<file path="config.mk">
export PLATFORM = sky130hd
export DESIGN_NAME = ctrl_decode_pipe
export DESIGN_NICKNAME = d
export VERILOG_FILES = /design/src/rtl/ctrl_decode_pipe.sv
export SDC_FILE = /design/constraint.sdc
export NUM_CORES = 1
export LEC_CHECK = 0
export ABC_AREA = 1
export BUFFER_PORTS_ARGS = -buffer_cell sky130_fd_sc_hd__buf_2
export CAP_MARGIN = 20
export CORE_MARGIN = 2
export CORE_UTILIZATION = 45
export CTS_CLUSTER_SIZE = 25
export DETAILED_ROUTE_END_ITERATION = 10
export PLACE_DENSITY = 0.71
export SYNTH_ARGS = -nofsm -noshare
export SYNTH_HDL_FRONTEND = slang
export SYNTH_SLANG_ARGS = --single-unit
export TNS_END_PERCENT = 50
</file>
<file path="constraint.sdc">
create_clock -name clk -period 2 [get_ports clk]
set_clock_uncertainty 0.15 [all_clocks]
set_input_delay 0.4 -clock clk [delete_from_list [all_inputs] [get_ports clk]]
set_output_delay 0.4 -clock clk [all_outputs]
set_load 0.005 [all_outputs]
</file>
<file path="src/rtl/ctrl_decode_pipe.sv">
// ID-stage decoder feeding a registered ID/EX control bundle, plus a HI/LO mult/div sequencer.
// Optional feature: define CTRL_ILLEGAL_OP_EN to flag undefined encodings through ex_illegal.
module ctrl_decode_pipe #(
  parameter int MUL_CYCLES = 4,
  parameter int DIV_CYCLES = 32,
  parameter int ALUOP_W    = 4
) (
  input  logic               clk,
  input  logic               rst_n,
  input  logic               id_valid,
  input  logic [5:0]         opcode,
  input  logic [5:0]         funct,
  input  logic               id_stall,
  input  logic               id_flush,
  output logic               id_jump,
  output logic [1:0]         id_pc_source,
  output logic               stall_req,
  output logic               md_busy,
  output logic               md_done,
  output logic               ex_valid,
  output logic               ex_reg_write,
  output logic               ex_mem_read,
  output logic               ex_mem_write,
  output logic               ex_alu_src_a,
  output logic               ex_alu_src_b,
  output logic               ex_ext_op,
  output logic               ex_lui_op,
  output logic [1:0]         ex_reg_dst,
  output logic [1:0]         ex_mem_to_reg,
  output logic [2:0]         ex_branch,
  output logic [ALUOP_W-1:0] ex_alu_op,
  output logic [1:0]         ex_md_op,
  output logic               ex_md_signed,
  output logic [1:0]         ex_hilo_write,
  output logic               ex_illegal
);

  typedef struct packed {
    logic               valid;
    logic               reg_write;
    logic               mem_read;
    logic               mem_write;
    logic               alu_src_a;
    logic               alu_src_b;
    logic               ext_op;
    logic               lui_op;
    logic [1:0]         reg_dst;
    logic [1:0]         mem_to_reg;
    logic [2:0]         branch;
    logic [ALUOP_W-1:0] alu_op;
    logic [1:0]         md_op;
    logic               md_signed;
    logic [1:0]         hilo_write;
    logic               illegal;
  } ctrl_t;

  typedef enum logic [1:0] {IDLE, MUL, DIV} md_state_e;

  localparam logic [5:0] MUL_LOAD = 6'(MUL_CYCLES - 1);
  localparam logic [5:0] DIV_LOAD = 6'(DIV_CYCLES - 1);

  ctrl_t      dec, ex_d, ex_q;
  md_state_e  state_d, state_q;
  logic [5:0] cnt_d, cnt_q;
  logic       md_done_d, md_done_q;
  logic       is_r, is_j, is_jr, hilo_dep, md_last, accept;

  assign is_r     = (opcode == 6'h00);
  assign is_j     = (opcode == 6'h02) || (opcode == 6'h03);
  assign is_jr    = is_r && ((funct == 6'h08) || (funct == 6'h09));
  assign hilo_dep = is_r && (funct inside {6'h10, 6'h11, 6'h12, 6'h13,
                                           6'h18, 6'h19, 6'h1a, 6'h1b});

  assign id_jump      = id_valid && (is_j || is_jr);
  assign id_pc_source = !id_valid ? 2'b00 : is_j ? 2'b01 : is_jr ? 2'b10 : 2'b00;

  assign md_busy   = (state_q != IDLE);
  assign md_done   = md_done_q;
  assign md_last   = md_busy && (cnt_q == 6'd0);
  assign stall_req = id_valid && hilo_dep && md_busy && !md_last;
  assign accept    = id_valid && !id_flush && !id_stall && !stall_req;

  always_comb begin
    dec        = '0;
    dec.valid  = 1'b1;
    dec.alu_op = ALUOP_W'(2);
    case (opcode)
      6'h00: begin
        dec.reg_write = 1'b1;
        dec.reg_dst   = 2'b01;
        case (funct)
          6'h00, 6'h02, 6'h03: dec.alu_src_a = 1'b1;
          6'h04, 6'h06, 6'h07, 6'h10, 6'h12, 6'h20, 6'h21, 6'h22, 6'h23,
          6'h24, 6'h25, 6'h26, 6'h27, 6'h2a, 6'h2b: ;
          6'h08: dec.reg_write = 1'b0;
          6'h09: dec.mem_to_reg = 2'b10;
          6'h11: begin dec.reg_write = 1'b0; dec.hilo_write = 2'b10; end
          6'h13: begin dec.reg_write = 1'b0; dec.hilo_write = 2'b01; end
          6'h18, 6'h19, 6'h1a, 6'h1b: begin
            dec.reg_write = 1'b0;
            dec.alu_op    = ALUOP_W'(7);
            dec.md_op     = funct[1] ? 2'b10 : 2'b01;
            dec.md_signed = !funct[0];
          end
          default: begin
`ifdef CTRL_ILLEGAL_OP_EN
            dec.illegal = 1'b1;
`endif
          end
        endcase
      end
      6'h01, 6'h04, 6'h05, 6'h06, 6'h07: begin
        dec.alu_op = ALUOP_W'(1);
        dec.ext_op = 1'b1;
        dec.branch = (opcode == 6'h01) ? 3'd5 : 3'(opcode[2:0] - 3'd3);
      end
      6'h02: dec.alu_op = '0;
      6'h03: begin
        dec.reg_write  = 1'b1;
        dec.reg_dst    = 2'b10;
        dec.mem_to_reg = 2'b10;
        dec.alu_op     = '0;
      end
      6'h08, 6'h09, 6'h0a, 6'h0b: begin
        dec.reg_write = 1'b1;
        dec.alu_src_b = 1'b1;
        dec.ext_op    = 1'b1;
        dec.alu_op    = opcode[1] ? ALUOP_W'(4) : '0;
      end
      6'h0c, 6'h0d, 6'h0e: begin
        dec.reg_write = 1'b1;
        dec.alu_src_b = 1'b1;
        dec.alu_op    = (opcode == 6'h0c) ? ALUOP_W'(3) :
                        (opcode == 6'h0d) ? ALUOP_W'(5) : ALUOP_W'(6);
      end
      6'h0f: begin
        dec.reg_write = 1'b1;
        dec.alu_src_b = 1'b1;
        dec.lui_op    = 1'b1;
        dec.alu_op    = '0;
      end
      6'h23: begin
        dec.reg_write  = 1'b1;
        dec.mem_read   = 1'b1;
        dec.alu_src_b  = 1'b1;
        dec.ext_op     = 1'b1;
        dec.mem_to_reg = 2'b01;
        dec.alu_op     = '0;
      end
      6'h2b: begin
        dec.mem_write = 1'b1;
        dec.alu_src_b = 1'b1;
        dec.ext_op    = 1'b1;
        dec.alu_op    = '0;
      end
      default: begin
        dec.reg_write = 1'b1;
`ifdef CTRL_ILLEGAL_OP_EN
        dec.illegal = 1'b1;
`endif
      end
    endcase
    // An undefined encoding still occupies the EX slot but must not change any state.
`ifdef CTRL_ILLEGAL_OP_EN
    if (dec.illegal) begin
      dec.reg_write  = 1'b0;
      dec.mem_read   = 1'b0;
      dec.mem_write  = 1'b0;
      dec.md_op      = 2'b00;
      dec.md_signed  = 1'b0;
      dec.hilo_write = 2'b00;
    end
`else
    dec.illegal = 1'b0;
`endif
  end

  always_comb begin
    ex_d = ex_q;
    if (id_flush)       ex_d = '0;
    else if (id_stall)  ex_d = ex_q;
    else if (stall_req) ex_d = '0;
    else if (id_valid)  ex_d = dec;
    else                ex_d = '0;
  end

  // The sequencer runs independently of pipeline stalls; only an accepted md op reloads it.
  always_comb begin
    state_d = state_q;
    cnt_d   = cnt_q;
    if (state_q != IDLE) begin
      if (cnt_q == 6'd0) state_d = IDLE;
      else               cnt_d   = cnt_q - 6'd1;
    end
    if (accept && dec.md_op == 2'b01) begin
      state_d = MUL;
      cnt_d   = MUL_LOAD;
    end else if (accept && dec.md_op == 2'b10) begin
      state_d = DIV;
      cnt_d   = DIV_LOAD;
    end
    md_done_d = (state_d != IDLE) && (cnt_d == 6'd0);
  end

  always_ff @(posedge clk or negedge rst_n) begin
    if (!rst_n) begin
      ex_q      <= '0;
      state_q   <= IDLE;
      cnt_q     <= 6'd0;
      md_done_q <= 1'b0;
    end else begin
      ex_q      <= ex_d;
      state_q   <= state_d;
      cnt_q     <= cnt_d;
      md_done_q <= md_done_d;
    end
  end

  assign ex_valid      = ex_q.valid;
  assign ex_reg_write  = ex_q.reg_write;
  assign ex_mem_read   = ex_q.mem_read;
  assign ex_mem_write  = ex_q.mem_write;
  assign ex_alu_src_a  = ex_q.alu_src_a;
  assign ex_alu_src_b  = ex_q.alu_src_b;
  assign ex_ext_op     = ex_q.ext_op;
  assign ex_lui_op     = ex_q.lui_op;
  assign ex_reg_dst    = ex_q.reg_dst;
  assign ex_mem_to_reg = ex_q.mem_to_reg;
  assign ex_branch     = ex_q.branch;
  assign ex_alu_op     = ex_q.alu_op;
  assign ex_md_op      = ex_q.md_op;
  assign ex_md_signed  = ex_q.md_signed;
  assign ex_hilo_write = ex_q.hilo_write;
  assign ex_illegal    = ex_q.illegal;

endmodule
</file>
# == Yosys cells after proc, flatten, opt, wreduce, memory -nomap -nowiden ==
# Cells that the tools add are included.
# op_classes
muxes,37
reduce_logical,38
n_eq_ne,32
n_addsub,2
# ops
op,count
25-bit 2-to-1 mux,4
6-bit by 4-bit == test with 1-bit output (second input constant),10
6-bit by 5-bit == test with 1-bit output (second input constant),8
6-bit 2-to-1 mux,5
6-bit by 2-bit == test with 1-bit output (second input constant),4
6-bit by 3-bit == test with 1-bit output (second input constant),4
6-bit zero test,4
2-bit 2-to-1 mux,10
4-bit one-hot mux with 5 select lines,1
7-bit OR reduction,2
1-bit logical AND,13
6-bit == test (second input constant),2
3-bit 2-to-1 mux,4
11-bit OR reduction,1
10-bit OR reduction,1
5-bit OR reduction,2
1-bit 2-to-1 mux,8
2-bit one-hot mux with 2 select lines,2
8-bit nonzero test,1
4-bit OR reduction,2
6-bit by 1-bit == test with 1-bit output (second input constant),1
2-bit one-hot mux with 3 select lines,1
3-bit OR reduction,2
6-bit by 1-bit subtractor with 6-bit output (second input constant),1
9 further kinds,16
# word_totals
reg_bits,34
word_cells,128
out_inout_bits,31
input_bits,17

# == Depth between registers and ports, before layout ==
# logic_depth
ltp_word,13
ltp_mapped,12
ltp_nobuf,12

# == Least setup slack after synthesis ==
# No wires, ideal clock.
# synth_path
kind,input to output
start,input port opcode[1]
end,output port id_pc_source[1]
setup_slack_ps,125
n_path_buf,0
t_arrival_ps,1325
stages,6
cell_sequence,inv_1 ha_1 nand3_4 nor4_1 nand3_1 nor2_1
# synth_between
elab_chain_cells,5
elab_cells_between_ends,8
# synth_lines
item,line,rtl
from (decl),11,"input logic [5:0] opcode,"
6-bit zero test,68,assign is_r = (opcode == 6'h00);
1-bit logical AND,70,assign is_jr = is_r && ((funct == 6'h08) || (funct == 6'h09));
2-bit 2-to-1 mux,75,assign id_pc_source = !id_valid ? 2'b00 : is_j ? 2'b01 : is_jr ? 2'b10 : 2'b00;
2-bit 2-to-1 mux (*) (2 in a row),75,
to (decl),16,"output logic [1:0] id_pc_source,"
# Mark *: on every way between the ends. The rest lies on a longest branch, timed or not.

# == Final worst setup path ==
# layout_path
start,register cnt_q[1]
end,output port stall_req
# layout_between
elab_chain_cells,4
# layout_lines
item,line,rtl
from (decl),64,"logic [5:0] cnt_d, cnt_q;"
from (signal assigned),214,cnt_q <= cnt_d;
6-bit zero test,79,assign md_last = md_busy && (cnt_q == 6'd0);
1-bit logical AND,79,
1-bit zero test,80,assign stall_req = id_valid && hilo_dep && md_busy && !md_last;
1-bit logical AND,80,
to (decl),17,"output logic stall_req,"
# Every way passes these cells.

==> metrics.md <==
| Metric | Value |
|---|---|
| Root cell of the clock tree | clkbuf_8 |
| Worst-Margin Slew | 700.9 ps |
| Antenna Violating Nets Remaining | 0 |
| Clock transition at the registers of the reported paths | 70 ps |
| Avg Synthesized Cell Area | 7.428 um^2 |
| CTS max path bufs | 2 |
| CP required | 1450 ps |
| Total track usage | 0.1991 |
| Total core area | 4294 um^2 |
| Fin crit share | 0.9876 |
| RR Startpoint | cnt_q[1] |
| R2R Setup Slk | 300 ps |
| Tmin final | 1975 ps |
| RR Endpoint | md_done |
| WL per Instance | 11.77 um |
| Worst r2r path cells | 10 |
| Slew headroom | 0.5327 |
| Startpoint types | flop |
| Largest net degree at the start of global routing | 33 |
| Final layout net count | 362 |
| Unique masters post-synth | 31 |
| Cell Pwr Density | 854.6 nW/um^2 |
| Worst-Skew Late Latency | 290 ps |
| Hold Crit Class | in -> async |
| TritonCTS Buffers | 5 |
| Top reg by flops | cnt_q |
| Vias per cell | 4.830 |
| Vert. Die Dim | 70.39 um |
| Warnings from Yosys | 0 |
| Initial antenna violation count | 0 |
| CTS tree | done |
| Register Area | 800.8 um^2 |
| IO Pins | 48 |
| Fin util | 0.6084 |
| Vias in the first global route | 1763 |
| Post-synthesis sequential area ratio | 0.4038 |
| PortBufs | 45 |
| Area grow syn2layout | 31.74% |
| Setup violations, final | 0 |
| GP Congestion | 0.8869 |
| Most common cell after layout, fill and taps aside | nand2_1 |
| Max reg flops | 6 |
| Layout cells sized above 1 | 0.3284 |
| Pre-CTS setup slack | -47.88 ps |
| First-pass GRT wire length | 7935 um |
| Gate Count Post-Synth | 267 |
| Yosys reg bits | 32 |
| Leak | 1.542 nW |
| Min setup slack post-route | 24.88 ps |
| Site Rows | 24 |
| DRT Wirelength | 4627 um |
| Grt ovf | 0 |
| Ant diodes | 0 |
| Arrival time at the worst endpoint | 1430 ps |
| Kind of critical path | reg -> out |
| RSZ-0062 raised after global routing | yes |
| Area occupied by multi-input gates | 1067 um^2 |
| Critical Path Fanout Max | 5 |
| Max cap viols | 0 |
| Fillers | 366 |
| CTS H-tree lvls | 2 |
| Die W | 70.39 um |
| Via count | 1898 |
| Fin. Hold Viols | 0 |
| HPWL Detailed | 3466 um |
| Die area | 4954 um^2 |
| Drt pass-1 iters | 4 |
| Fmax | 0.5063 GHz |
| Setup crit end kind | output pin |
| Final Max Tran Viols | 0 |
| Worst VDD drop | 0.3922 mV |
| CTS sink cnt | 32 |
| Starting density of the core | 0.4618 |
| DRC | 0 |
| Synthesized area | 1983 um^2 |
| Status | finished clean |
| Iteration-0 DRC count of the detailed router | 78 |
| Total power | 2.233 mW |
| Commonest cells after routing, fill and taps aside | nand2_1, buf_2, dfrtp_1 |
## timing repair
action | CTS | global route
setup buffers | 1 | 4
resized for setup | 5 | 12
endpoints found under the setup margin | 3 | 5
pin swaps | 0 | 4
hold buffers | 0 | 0
## worst max-delay path by stage
stage / cells past startpoint / end / startpoint / slack (ps)
final: 8 / stall_req / cnt_q[1] / 20
after floorplan: 6 / id_pc_source[1] / opcode[1] / 120
after detailed placement: 8 / id_pc_source[1] / opcode[0] / -50
after global routing: 8 / stall_req / cnt_q[1] / -50
after global placement: 8 / id_pc_source[1] / opcode[0] / -20
after CTS: 8 / stall_req / cnt_q[1] / -40
## cells in the mapped netlist
library cell	n	area share
inv_6	1	0.0044
a21oi_1	3	0.0076
nor2_1	27	0.051
nand2_4	4	0.023
a31oi_1	1	0.0032
nand3_1	19	0.048
nand4_1	5	0.016
conb_1	1	0.0019
buf_4	2	0.0076
nor3_2	1	0.0050
xor2_1	1	0.0044
inv_1	35	0.066
o31ai_1	1	0.0038
o211ai_1	4	0.015
o21bai_1	1	0.0038
nor2_2	3	0.0095
nor4_1	1	0.0032
nor3_1	1	0.0025
o21ai_1	2	0.0050
dfrtp_1	32	0.40
nand3_4	3	0.026
nand2_2	2	0.0063
o21ai_0	12	0.030
nand2_1	87	0.16
nand3b_1	1	0.0038
clkbuf_1	2	0.0038
nor2_4	6	0.034
o31a_1	1	0.0044
inv_2	2	0.0038
ha_1	5	0.032
nand4_2	1	0.0063
## kinds of logic after synthesis
group | synth area share
AO/OA/AOI/OAI | 0.07319
XOR/XNOR | 0.004417
adder cells (fa/ha/maj) | 0.03155
buffers and inverters | 0.08581
flip-flops | 0.4038
other | 0.001891
AND/OR/NAND/NOR | 0.3994
## final cells by class
type                    instances  share of cell area
clock inverters                 1             0.01149
clock buffers                   7             0.03688
multi-input cells             194              0.4085
flip-flops and latches         32              0.3065
repair buffers                 69              0.1552
inverters                      38             0.05651
well taps                      52             0.02490
## metrics by stage
step,cells,setup TNS [ps],instance area (um^2),hold WS [ps]
after floorplan,268,0,1987,-45.59
after global routing,393,-57.74,2613,73.33
after detailed placement,380,-134.8,2397,310.7
after global placement,380,-53.53,2397,309.4
final,393,0,2613,7.171
after CTS,389,-41.44,2550,39.75
## worst max-delay path, stage by stage (launching register included)
cell and delay, ps:
dfrtp_1 400, inv_2 80, ha_4 170, nand3_4 100
nand2_4 90, inv_2 40, nand2_4 90, inv_2 40
buf_2 120
## where the power goes
| group | total [mW] | switching [mW] | internal, mW |
|---|---|---|---|
| registers | 0.798 | 0.0719 | 0.726 |
| logic | 0.756 | 0.434 | 0.322 |
| clock network | 0.679 | 0.239 | 0.439 |
| total | 2.23 | 0.745 | 1.49 |
## routing by layer
metal,share of wire,routed length (um),global-route usage,vias to the layer above
met2,0.51,2377,0.3459,38
met1,0.44,2014,0.2461,867
met4,0.018,81,0.06838,0
met5,0,0,0,-
met3,0.033,154,0.03752,8
li1,-,-,-,985
(Power assumes the default switching activity.)
